<file path="config.mk">
export PLATFORM = sky130hd
export DESIGN_NAME = pipe_rca_addsub
export DESIGN_NICKNAME = d
export VERILOG_FILES = /design/src/rtl/pipe_rca_addsub.sv
export SDC_FILE = /design/constraint.sdc
export NUM_CORES = 1
export LEC_CHECK = 0
export CORE_MARGIN = 5
export CORE_UTILIZATION = 62
export DETAILED_ROUTE_END_ITERATION = 6
export DONT_BUFFER_PORTS = 1
export MAX_ROUTING_LAYER = met4
export PLACE_DENSITY = 0.78
export SETUP_SLACK_MARGIN = 0.05
export SYNTH_ARGS = -nofsm -noshare
export SYNTH_HDL_FRONTEND = slang
export SYNTH_SLANG_ARGS = --single-unit
</file>
<file path="constraint.sdc">
create_clock -name clk -period 3.2 [get_ports clk]
set_input_delay 0.48 -clock clk [delete_from_list [all_inputs] [get_ports clk]]
set_output_delay 0.48 -clock clk [all_outputs]
set_load 0.01 [all_outputs]
</file>
<file path="src/rtl/pipe_rca_addsub.sv">
// pipe_rca_addsub: pipelined ripple-carry adder/subtractor.
// The WIDTH-bit carry chain is cut into SEG-bit ripple segments, one register
// stage per segment. Upper operand bits travel forward in skew registers, and
// finished lower sum bits travel forward in deskew registers. The full sum and
// its flags therefore leave the final stage aligned.
module pipe_rca_addsub #(
  parameter int WIDTH = 16,
  parameter int SEG   = 4
) (
  input  logic             clk,
  input  logic             rst,
  input  logic             in_valid,
  output logic             in_ready,
  input  logic [WIDTH-1:0] a,
  input  logic [WIDTH-1:0] b,
  input  logic             cin,
  input  logic             sub,
  output logic             out_valid,
  input  logic             out_ready,
  output logic [WIDTH-1:0] sum,
  output logic             cout,
  output logic             ovf,
  output logic             zero
);

  localparam int STAGES = WIDTH / SEG;

  logic             stall;
  logic             in_fire;
  logic [WIDTH-1:0] b_eff;
  logic             c_eff;

  // A held result freezes the whole pipeline. Bubbles are kept, not squeezed out.
  assign stall    = out_valid & ~out_ready;
  assign in_ready = ~stall;
  assign in_fire  = in_valid & in_ready;

  // Subtraction folds into addition: a - b - cin == a + ~b + ~cin
  assign b_eff = sub ? ~b : b;
  assign c_eff = cin ^ sub;

  for (genvar k = 0; k < STAGES; k++) begin : stg
    localparam int LO  = k * SEG;
    localparam int OPW = WIDTH - LO;

    logic [OPW-1:0]    xin;
    logic [OPW-1:0]    yin;
    logic              cin_s;
    logic              vin;
    logic [SEG-1:0]    sseg;
    logic              cseg;
    logic [LO+SEG-1:0] snext;
    logic [LO+SEG-1:0] sq;
    logic              cq;
    logic              vq;

    if (k == 0) begin : g_src
      assign xin   = a;
      assign yin   = b_eff;
      assign cin_s = c_eff;
      assign vin   = in_fire;
      assign snext = sseg;
    end else begin : g_src
      assign xin   = stg[k-1].g_skew.xq;
      assign yin   = stg[k-1].g_skew.yq;
      assign cin_s = stg[k-1].cq;
      assign vin   = stg[k-1].vq;
      assign snext = {sseg, stg[k-1].sq};
    end

    // Ripple this stage's segment with the carry that the previous stage registered
    always_comb begin
      logic carry;
      carry = cin_s;
      sseg  = '0;
      for (int i = 0; i < SEG; i++) begin
        sseg[i] = xin[i] ^ yin[i] ^ carry;
        carry   = (xin[i] & yin[i]) | (carry & (xin[i] ^ yin[i]));
      end
      cseg = carry;
    end

    // Register the segment sum, the accumulated lower bits, the carry-out and the valid bit
    always_ff @(posedge clk) begin
      if (rst) begin
        vq <= 1'b0;
        cq <= 1'b0;
        sq <= '0;
      end else if (!stall) begin
        vq <= vin;
        cq <= cseg;
        sq <= snext;
      end
    end

    if (k < STAGES - 1) begin : g_skew
      logic [OPW-SEG-1:0] xq;
      logic [OPW-SEG-1:0] yq;

      // Carry the operand bits not yet summed forward to the next segment
      always_ff @(posedge clk) begin
        if (rst) begin
          xq <= '0;
          yq <= '0;
        end else if (!stall) begin
          xq <= xin[OPW-1:SEG];
          yq <= yin[OPW-1:SEG];
        end
      end
    end

    if (k == STAGES - 1) begin : g_flags
      logic ovfq;
      logic zeroq;

      // Overflow uses the carry into the MSB, recovered from the MSB sum bit; zero uses the complete sum
      always_ff @(posedge clk) begin
        if (rst) begin
          ovfq  <= 1'b0;
          zeroq <= 1'b0;
        end else if (!stall) begin
          ovfq  <= (xin[SEG-1] ^ yin[SEG-1] ^ sseg[SEG-1]) ^ cseg;
          zeroq <= ~|snext;
        end
      end
    end
  end

  assign out_valid = stg[STAGES-1].vq;
  assign sum       = stg[STAGES-1].sq;
  assign cout      = stg[STAGES-1].cq;
  assign ovf       = stg[STAGES-1].g_flags.ovfq;
  assign zero      = stg[STAGES-1].g_flags.zeroq;

endmodule
</file>
# Yosys cells after proc, flatten, opt, wreduce, memory -nomap -nowiden

Cells that the tools add are included.

Multiplexer cells: 1
Bitwise logic cells: 88
Reductions and logical operators: 2

Operators with widths:

| operator            | count |
|---|---|
| XOR 1 bit           | 35 |
| bitwise AND 1 bit   | 34 |
| 2-to-1 mux 16 bit   | 1 |
| NOT 16 bit          | 1 |
| bitwise OR 1 bit    | 16 |
| OR reduction 16 bit | 1 |
| NOT 1 bit           | 2 |
| zero test 1 bit     | 1 |

Flip-flop bits (word level): 98
Input bits: 38
Output and inout bits: 21
Logic and storage cells: 111

# Longest topological paths before layout

Gate-level depths: netlist of run 1.

Word-level depth: 11
Depth in mapped cells: 11
Depth with buffers taken out: 10

# Worst setup path before layout of run 1

No wires, ideal clock.

Path kind: input port to flip-flop
Start point: in sub
End point: reg stg[0].sq[3]
Setup time: 0.132 ns
Arrival time: 2.547 ns
Required time: 3.068 ns
Path slack: 0.520 ns
Stages on the path: 11
Buffers on the path: 2
Cell sequence: buf_4 > buf_4 > xor2_1 > fa_1 > inv_1 > fa_1 > fa_1 > inv_1 > fa_1 > nand2_1 > a21oi_1

Word-level cells in the longest chain between the ends: 9
Elaborated cells between the ends (all ways): 16
Classes of those cells: mux (1); bitwise (15)

Ends and longest elaborated chain:

| element                | line | RTL |
|---|---|---|
| start: declaration     | 17   | `input logic sub,` |
| 2-to-1 mux 16 bit      | 39   | `assign b_eff = sub ? ~b : b;` |
| XOR 1 bit              | 78   | `carry = (xin[i] & yin[i]) \| (carry & (xin[i] ^ yin[i]));` |
| bitwise AND 1 bit      | 78   |  |
| bitwise OR 1 bit       | 78   |  |
| bitwise AND 1 bit      | 78   |  |
| bitwise OR 1 bit       | 78   |  |
| bitwise AND 1 bit      | 78   |  |
| bitwise OR 1 bit       | 78   |  |
| XOR 1 bit *            | 77   | `sseg[i] = xin[i] ^ yin[i] ^ carry;` |
| net stg[0].snext[3]    | 52   | `logic [LO+SEG-1:0] snext;` |
| end signal: assignment | 92   | `sq <= snext;` |
| end: declaration       | 53   | `logic [LO+SEG-1:0] sq;` |

Mark *: on every way through the listed nets, which the timed path passes. The rest lies on a longest branch.
A chain may end at the register's enable or synchronous reset.

# Worst setup path in the final report of run 1

Start point: reg stg[2].cq
End point: reg stg[3].g_flags.ovfq, in the netlist ovf

Word-level cells in the longest chain between the ends: 9
Elaborated cells between the ends (all ways): 11
Classes of those cells: bitwise (11)

Ends and longest elaborated chain:

| element                                               | line    | RTL |
|---|---|---|
| start: declaration                                    | 54      | `logic cq;` |
| start signal: assignment                              | 91      | `cq <= cseg;` |
| bitwise AND 1 bit *                                   | 78      |  |
| bitwise OR 1 bit *                                    | 78      |  |
| bitwise AND 1 bit *                                   | 78      |  |
| bitwise OR 1 bit *                                    | 78      |  |
| bitwise AND 1 bit *                                   | 78      |  |
| bitwise OR 1 bit *                                    | 78      |  |
| XOR 1 bit / bitwise AND 1 bit (equally long branches) | 77, 78  |  |
| XOR 1 bit / bitwise OR 1 bit (equally long branches)  | 122, 78 |  |
| XOR 1 bit *                                           | 122     | `ovfq <= (xin[SEG-1] ^ yin[SEG-1] ^ sseg[SEG-1]) ^ cseg;` |
| end signal: assignment                                | 122     |  |
| end: declaration                                      | 113     | `logic ovfq;` |

Every way passes the cells marked *; elsewhere a longest branch is shown, timed or not.

==> summary by stage, run 1 <==
STA
The maximum achievable frequency is 0.403 GHz. The clock period minus worst slack is 2.48 ns. In this run the tightest slew margin relative to its limit is around half. Hold timing on the final database bottoms out at a slack of roughly 0.19 ns. The number of endpoints with negative hold slack in the final report is 0. The number of max-slew violations in the final report is 0. Setup violations remaining at the end of the flow were counted as 0. The setup skew after layout is 0.00669 ns.

Setup repair after global routing left no endpoint under its margin. The worst path uses about 78% of the clock period. For the final routed database, the setup TNS stands at 0 ns. The transition time at the pin with the least slew margin is 0.767 ns.

Clock tree
The clock transition time at the flip-flop clock pins of the worst setup and hold paths is roughly 0.08 ns. The clock tree root buffer cell is clkbuf_8. The number of H-tree levels is 3.

Counting along the longest clock path gives a buffer depth of 2. The number of hold buffers added after CTS is 0. The CTS sink count is 98.

Post-CTS timing repair inserted 0 buffers for setup. In this run, post-CTS repair resized a total of 0 instances. The clock buffer count from CTS is 9. At the later pin of the worst-skew pair, clock insertion delay measures 0.36 ns. The clock tree from TritonCTS is built.

Routing
Summed over all layers, the routed wires come to 7530 µm. The violation count after the first detailed-route iteration is ~180. The number of detailed-routing iterations run before antenna repair is 4.

After detailed routing, the number of remaining DRC violations is 0. The detail-routed net length per standard cell is around 14 µm. The count of nets left with antenna violations once routing finished came out at 0. The average vias per placed instance is 5.40.

The count of vias placed by the detailed router is 2,861.

Finish
Cells fill approximately 66% of the core in the end. After routing the design area is 4220 µm². Cells with a size suffix above 1 make up between 8 and 9% of the layout.

The final net count is just over 500. The repair_antennas step left the layout with diodes totalling 0. The area growth from synthesis to layout is 2.93%.

Outcome
The run finished with clean final reports.

Pwr
The internal portion of total power is approximately 1.8 mW. Dividing total power by cell area gives a power density of between 500 and 600 nW/µm². The clock network power share is ~33%. The register share of total power is around three fifths. The share of total power dissipated in combinational logic is 8.6%. VDD sags by at most approximately 0.29 mV.

The static leakage is approximately 1.6 nW. Summed over all nets, the switching power comes to approximately 0.54 mW. The switching part of the total is about a quarter.

Global routing
The via count of the first global-routing pass is approximately 2,800. After global routing the overflow that remains totals 0. The number of antenna violations at the first check in global routing is 0.

The first global-routing pass estimated about 13,000 µm of wire. Global routing consumed, over all layers together, 19.6% of the routing resources. The maximum number of pins on one net before global-route repair is approximately 100.

Floorplanning
The die boundary height is between 90 and 100 µm. For this configuration, the core starts out at a cell density of between 60% and 70%. The core region is between 6000 and 7000 µm². The count of boundary I/O pins is 59. The initialized floorplan defines 29 standard-cell rows. The die area is between 8000 and 9000 µm². The die boundary width is ~90 µm.

Logic synthesis
The most frequently used flop master after synthesis is dfxtp_1. The number of library cell types mapped by synthesis is 23. Synthesis produced between 400 and 500 cells. The total of flip-flops plus latches after synthesis is 98. After synthesis, the largest area contributor takes up ~48% of total cell area. The cell accounting for the most synthesized area is dfxtp_1. The Yosys warning count is 0.

The mapped netlist covers approximately 4000 µm². Counting flops with an async set or reset pin after synthesis yields a share of 0%. The post-synthesis net count is 523.

Ranked by instance count, the synthesized netlist is headed by nand2_1 (146), dfxtp_1 (98), a21oi_1 (72). By area the synthesized netlist is led by dfxtp_1 (48%), nand2_1 (13%), a21oi_1 (8.8%). The post-synthesis area per instance is 8.75 µm². The number of enable-type register cells in the synthesized netlist is 0.

The register area share after synthesis is around 48%. The library cell with the highest instance count after synthesis is nand2_1.

Setup path
The number of cells on the worst reg-to-reg path is 10. The endpoint class of the critical path is a flip-flop. For the worst setup path, the data arrival time is 2.75 ns.

At the worst endpoint, the required time is around 3.5 ns. The maximum fanout encountered on the critical timing path is 3. STA classifies the critical path startpoint as a flip-flop. By startpoint and endpoint, the worst setup path is classified as flip-flop to flip-flop.

Worst hold path
Counting instances, the worst hold path has a depth of 1. The class of the tightest hold or removal check is input port to flip-flop.

Place
The count of input and output buffers is 0. The standard cell area after detailed placement is 4030 µm². Detailed placement ended at an HPWL of approximately 5000 µm. The weighted congestion reported at the end of routability-driven placement is around 0.8.

Flow run
Max-cap violations in this run came to 0.
==> cells in the final DEF (no fill, tap or decap), drive strengths merged <==
cell type / instances
nand2: 146
dfxtp: 98
a21oi: 72
nor2: 26
inv: 24
a211oi: 23
fa: 16
xnor2: 13
clkbuf: 12
xor2: 6
buf: 4
nor4: 3
nand3b: 2
clkinv: 2
nor2b: 1
o31ai: 1
nand3: 1
o41ai: 1
ha: 1
bufinv: 1
==> worst paths after layout <==
path                                           start                   end  slack, ns
worst max-delay path                       stg[2].cq                   ovf       0.72
worst min-delay path                             rst          stg[2].sq[5]       0.19
worst max register to register             stg[2].cq                   ovf       0.72
worst min register to register  stg[0].g_skew.xq[10]  stg[0].g_skew.xq[10]       0.45
==> layout make-up <==
cell class,instances,area [µm²]
clock buffer,12,145
clock inverter,3,40.0
fill,563,2170
inverter,24,92.6
multi-input combinational,312,1850
sequential,98,1960
tap,77,96.3
timing repair buffer,4,30.0
==> flip-flops by register name, indices dropped and copies added (netlist names), 3 cells and up <==
name	flops
stg.cq	3
stg.g_skew.xq	24
stg.g_skew.yq	24
stg.sq	24
stg.vq	3
sum	16
==> metal layers <==
metal	global-route usage, %	wire length [µm]	vias up
li1	-	-	1453
met1	25.9	3430	1319
met2	28.5	3510	76
met3	5.04	419	13
met4	8.56	167	0
met5	-	0	-
==> power groups by stage <==
stage | Sequential [mW] | Combinational, mW | Clock [mW]
after floorplan | 1.37 | 0.190 | 0
after global placement | 1.38 | 0.192 | 0
after detailed placement | 1.39 | 0.199 | 0
after CTS | 1.36 | 0.202 | 0.781
after global routing | 1.37 | 0.233 | 0.832
final | 1.36 | 0.200 | 0.761
==> cell families after synthesis <==
kind of cell | synth area share, %
adder cells (fa/ha/maj) | 8.13
AND/OR/NAND/NOR | 17.0
AO/OA/AOI/OAI | 15.9
buffers and inverters | 6.93
flip-flops | 47.9
XOR/XNOR | 4.06
==> per-stage QoR <==
step	setup WS [ns]	std cells	total power [mW]
after floorplan	0.520	468	1.56
after global placement	0.813	515	1.57
after detailed placement	0.707	515	1.59
after CTS	0.706	530	2.34
after global routing	0.526	530	2.43
final	0.718	530	2.32
==> worst max-delay path, stage by stage, from the launching register on <==
cell and delay [ns]:
dfxtp_1 0.32, inv_1 0.08, fa_1 0.17, inv_1 0.05, fa_1 0.38, fa_1 0.37
inv_1 0.08, fa_1 0.46, xor2_1 0.19, xnor2_1 0.13, o31ai_1 0.17
No activity file was read; power rests on OpenSTA's default activity.
==> inputs of run 2 (changes only) <==
==> constraint.sdc (replaced) <==
create_clock -name clk -period 2.3 [get_ports clk]
set_input_delay 0.345 -clock clk [delete_from_list [all_inputs] [get_ports clk]]
set_output_delay 0.345 -clock clk [all_outputs]
set_load 0.01 [all_outputs]
==> summary by stage, run 2 (same netlist as run 1, synthesis figures left out) <==
Finish
The final cell count without fillers came to 532 (was 530). Commonest non-fill, non-tap cells in the layout: nand2_1 (145), dfxtp_1 (97), a21oi_1 (72) (was nand2_1 (146), dfxtp_1 (98), a21oi_1 (72)). The antenna diode instance count is 0 (unchanged). The most common cell after layout, fill and taps aside was nand2_1 (unchanged). The final net count came to 506 (was 504).

The final cell area excluding filler cells is 4320 µm² (was 4220 µm²). The layout-stage area growth over the synthesis result was 5.38% (was 2.93%). The flip-flop and latch area is 1960 µm² (about the same). The final core utilization was 67.6% (was 66.0%). The combined area of the multi-input logic cells is 1890 µm² (was 1850 µm²). Largest registers: stg.g_skew.xq: 24 flops, stg.g_skew.yq: 24 flops, stg.sq: 24 flops (unchanged). The layout cell share with drive strength beyond 1 came to 12.5% (was 8.61%). The number of filler instances in the final layout is 553 (was 563).

Outcome
Result of the run: complete, but fails checks (was complete, no violations). The final reports fail on negative setup slack.

Floorplanning
The die boundary height is 91.3 µm (unchanged). The standard-cell row count came to 29 (unchanged). The initial cell density of the core came to 64.1% (unchanged). The area of the core came to 6390 µm² (unchanged). The die area came to 8330 µm² (unchanged).

The die boundary width is 91.3 µm (unchanged). The count of boundary I/O pins came to 59 (unchanged).

STA
The setup skew after layout is 0.00919 ns (was 0.00669 ns). The final critical-path share of the clock period is 103% (was 77.6%). The transition time at the pin with the least slew margin is 0.675 ns (was 0.767 ns). The final setup violation count is 1 (was 0). The final setup slack of the worst path is -0.0617 ns (was 0.718 ns). The number of endpoints with negative hold slack in the final report is 0 (unchanged). The maximum achievable frequency was 0.423 GHz (was 0.403 GHz).

The max-slew headroom at the worst pin was 55.0% (was 48.9%). The number of max-slew violations in the final report is 0 (unchanged). The sum of negative setup slack is -0.0617 ns (was 0 ns). The smallest hold slack was 0.0422 ns (was 0.185 ns). The clock period minus worst slack is 2.36 ns (was 2.48 ns).

Setup repair after global routing missed its margin: yes (was no).

Place
The count of input and output buffers came to 0 (unchanged). The setup slack at placement is -0.133 ns (was 0.707 ns). The weighted congestion reported at the end of routability-driven placement is 0.770 (was 0.787). The standard cell area after detailed placement is 4060 µm² (was 4030 µm²). The detailed-placement wirelength estimate was 4640 µm (was 4880 µm). The total placed cells including tap cells is 514 (was 515).

Clock tree
The number of H-tree levels is 3 (unchanged). The clock buffer count from CTS is 9 (unchanged). The later-pin clock latency in the skew report came to 0.37 ns (was 0.36 ns). The clock transition time at the flip-flop clock pins of the worst setup and hold paths came to 0.09 ns (was 0.08 ns).

The number of buffers between clock root and the deepest sink is 2 (unchanged). The number of hold buffers added after CTS came to 0 (unchanged). The clock tree root buffer cell is clkbuf_8 (unchanged). The CTS sink count was 98 (unchanged). The clock tree from TritonCTS is built (unchanged).

Worst hold path
The class of the tightest hold or removal check is input port to flip-flop (unchanged).

Routing
The routed wire length came to 7380 µm (was 7530 µm). The average vias per placed instance is 5.35 (was 5.40). The number of detailed-routing iterations run before antenna repair is 4 (unchanged). The number of routed nets with antenna violations is 0 (unchanged). The DRC violations left is 0 (unchanged).

The count of vias placed by the detailed router was 2,844 (was 2,861). The detail-routed net length per standard cell is 13.9 µm (was 14.2 µm). The violation count after the first detailed-route iteration came to 179 (was 175).

Setup path
The beginning of the critical path is stg[2].cq (unchanged). The critical path required time is 2.59 ns (was 3.47 ns). The start of the worst register-to-register path is stg[2].cq (unchanged).

The arrival time reported for the critical path endpoint is 2.65 ns (was 2.75 ns). The maximum fanout encountered on the critical timing path is 2 (was 3). The critical path endpoint is ovf (unchanged).

The kind of start point of the critical path is a flip-flop (unchanged). The terminus of the critical flop-to-flop path was ovf (unchanged). The endpoint class of the critical path is a flip-flop (unchanged). The number of cells traversed by the worst register-to-register path is 10 (unchanged). The flop-to-flop setup slack is -0.06 ns (was 0.72 ns). The critical setup path kind is flip-flop to flip-flop (unchanged).

Flow run
The count of maximum capacitance violations was 0 (unchanged).

Global routing
The via count of the first global-routing pass is 2,691 (was 2,772). The maximum number of pins on one net before global-route repair was 101 (unchanged). The global-route usage over all layers is 19.1% (was 19.6%). The number of antenna violations at the first check in global routing is 0 (unchanged).

The overall overflow remaining after global route is 0 (unchanged). The first-pass GRT wire length is 12,500 µm (was 12,900 µm).

Pwr
The power density over cell area is 785 nW/µm² (was 550 nW/µm²). The static leakage came to 1.63 nW (was 1.61 nW). The worst voltage drop across the vdd grid came to 0.488 mV (was 0.285 mV). The final total power came to 3.39 mW (was 2.32 mW).
==> run 2: cell count changes in the layout (fill, tap and decap cells not counted), moves of 2 or more <==
cell	delta
fa_1	-6
xor2_2	+2
fa_2	+6
inv_2	+5
clkinv_2	-2
xor2_1	-2
inv_1	-5
==> run 2: layout make-up <==
type | instances | area share, %
well taps | 77 | 2.23
clock inverters | 2 | 1.39
multi-input cells | 312 | 43.7
flip-flops and latches | 98 | 45.5
inverters | 24 | 2.15
clock buffers | 13 | 3.68
repair buffers | 6 | 1.33
==> run 2: how the worst min path moves through the flow <==
| stage | from | to | slack (ns) | depth (start not counted) |
|---|---|---|---|---|
| 2_1_floorplan | stg[0].g_skew.xq[0] | stg[0].g_skew.xq[0] | 0.43 | 2 |
| 6_report | rst | sum[14] | 0.04 | 1 |
| 4_1_cts | rst | sum[6] | 0.03 | 1 |
| 5_1_grt | rst | sum[14] | 0.02 | 1 |
| 3_5_place_dp | rst | stg[1].sq[7] | 0.42 | 1 |
| 3_3_place_gp | rst | sum[9] | 0.42 | 1 |
==> run 2: repair_timing <==
item,4_1_cts,5_1_grt
buffers inserted,2,1
cloned,0,0
endpoints found under the setup margin,2,3
resized for setup,7,1
pin swaps,3,3
==> run 2: where the power goes <==
part | internal, mW | switching [mW] | total, mW
clock network | 0.667 | 0.550 | 1.22
logic | 0.141 | 0.140 | 0.281
registers | 1.81 | 0.0788 | 1.89
total | 2.62 | 0.769 | 3.39
==> run 2: worst max-delay path, cell delays in order, from the launching register on <==
cell,delay [ns]
dfxtp_2,0.33
inv_2,0.06
fa_2,0.20
inv_2,0.04
fa_2,0.33
fa_2,0.34
inv_2,0.06
fa_1,0.43
xor2_1,0.17
xnor2_1,0.13
o31ai_1,0.19
==> run 2: layer usage <==
layer	share of wire (%)	GRT usage (%)	vias to the layer above
met1	47	26.5	1315
met3	6.4	6.69	11
met4	1.6	6.23	0
met2	45	26.1	64
li1	-	-	1454
met5	0	-	-
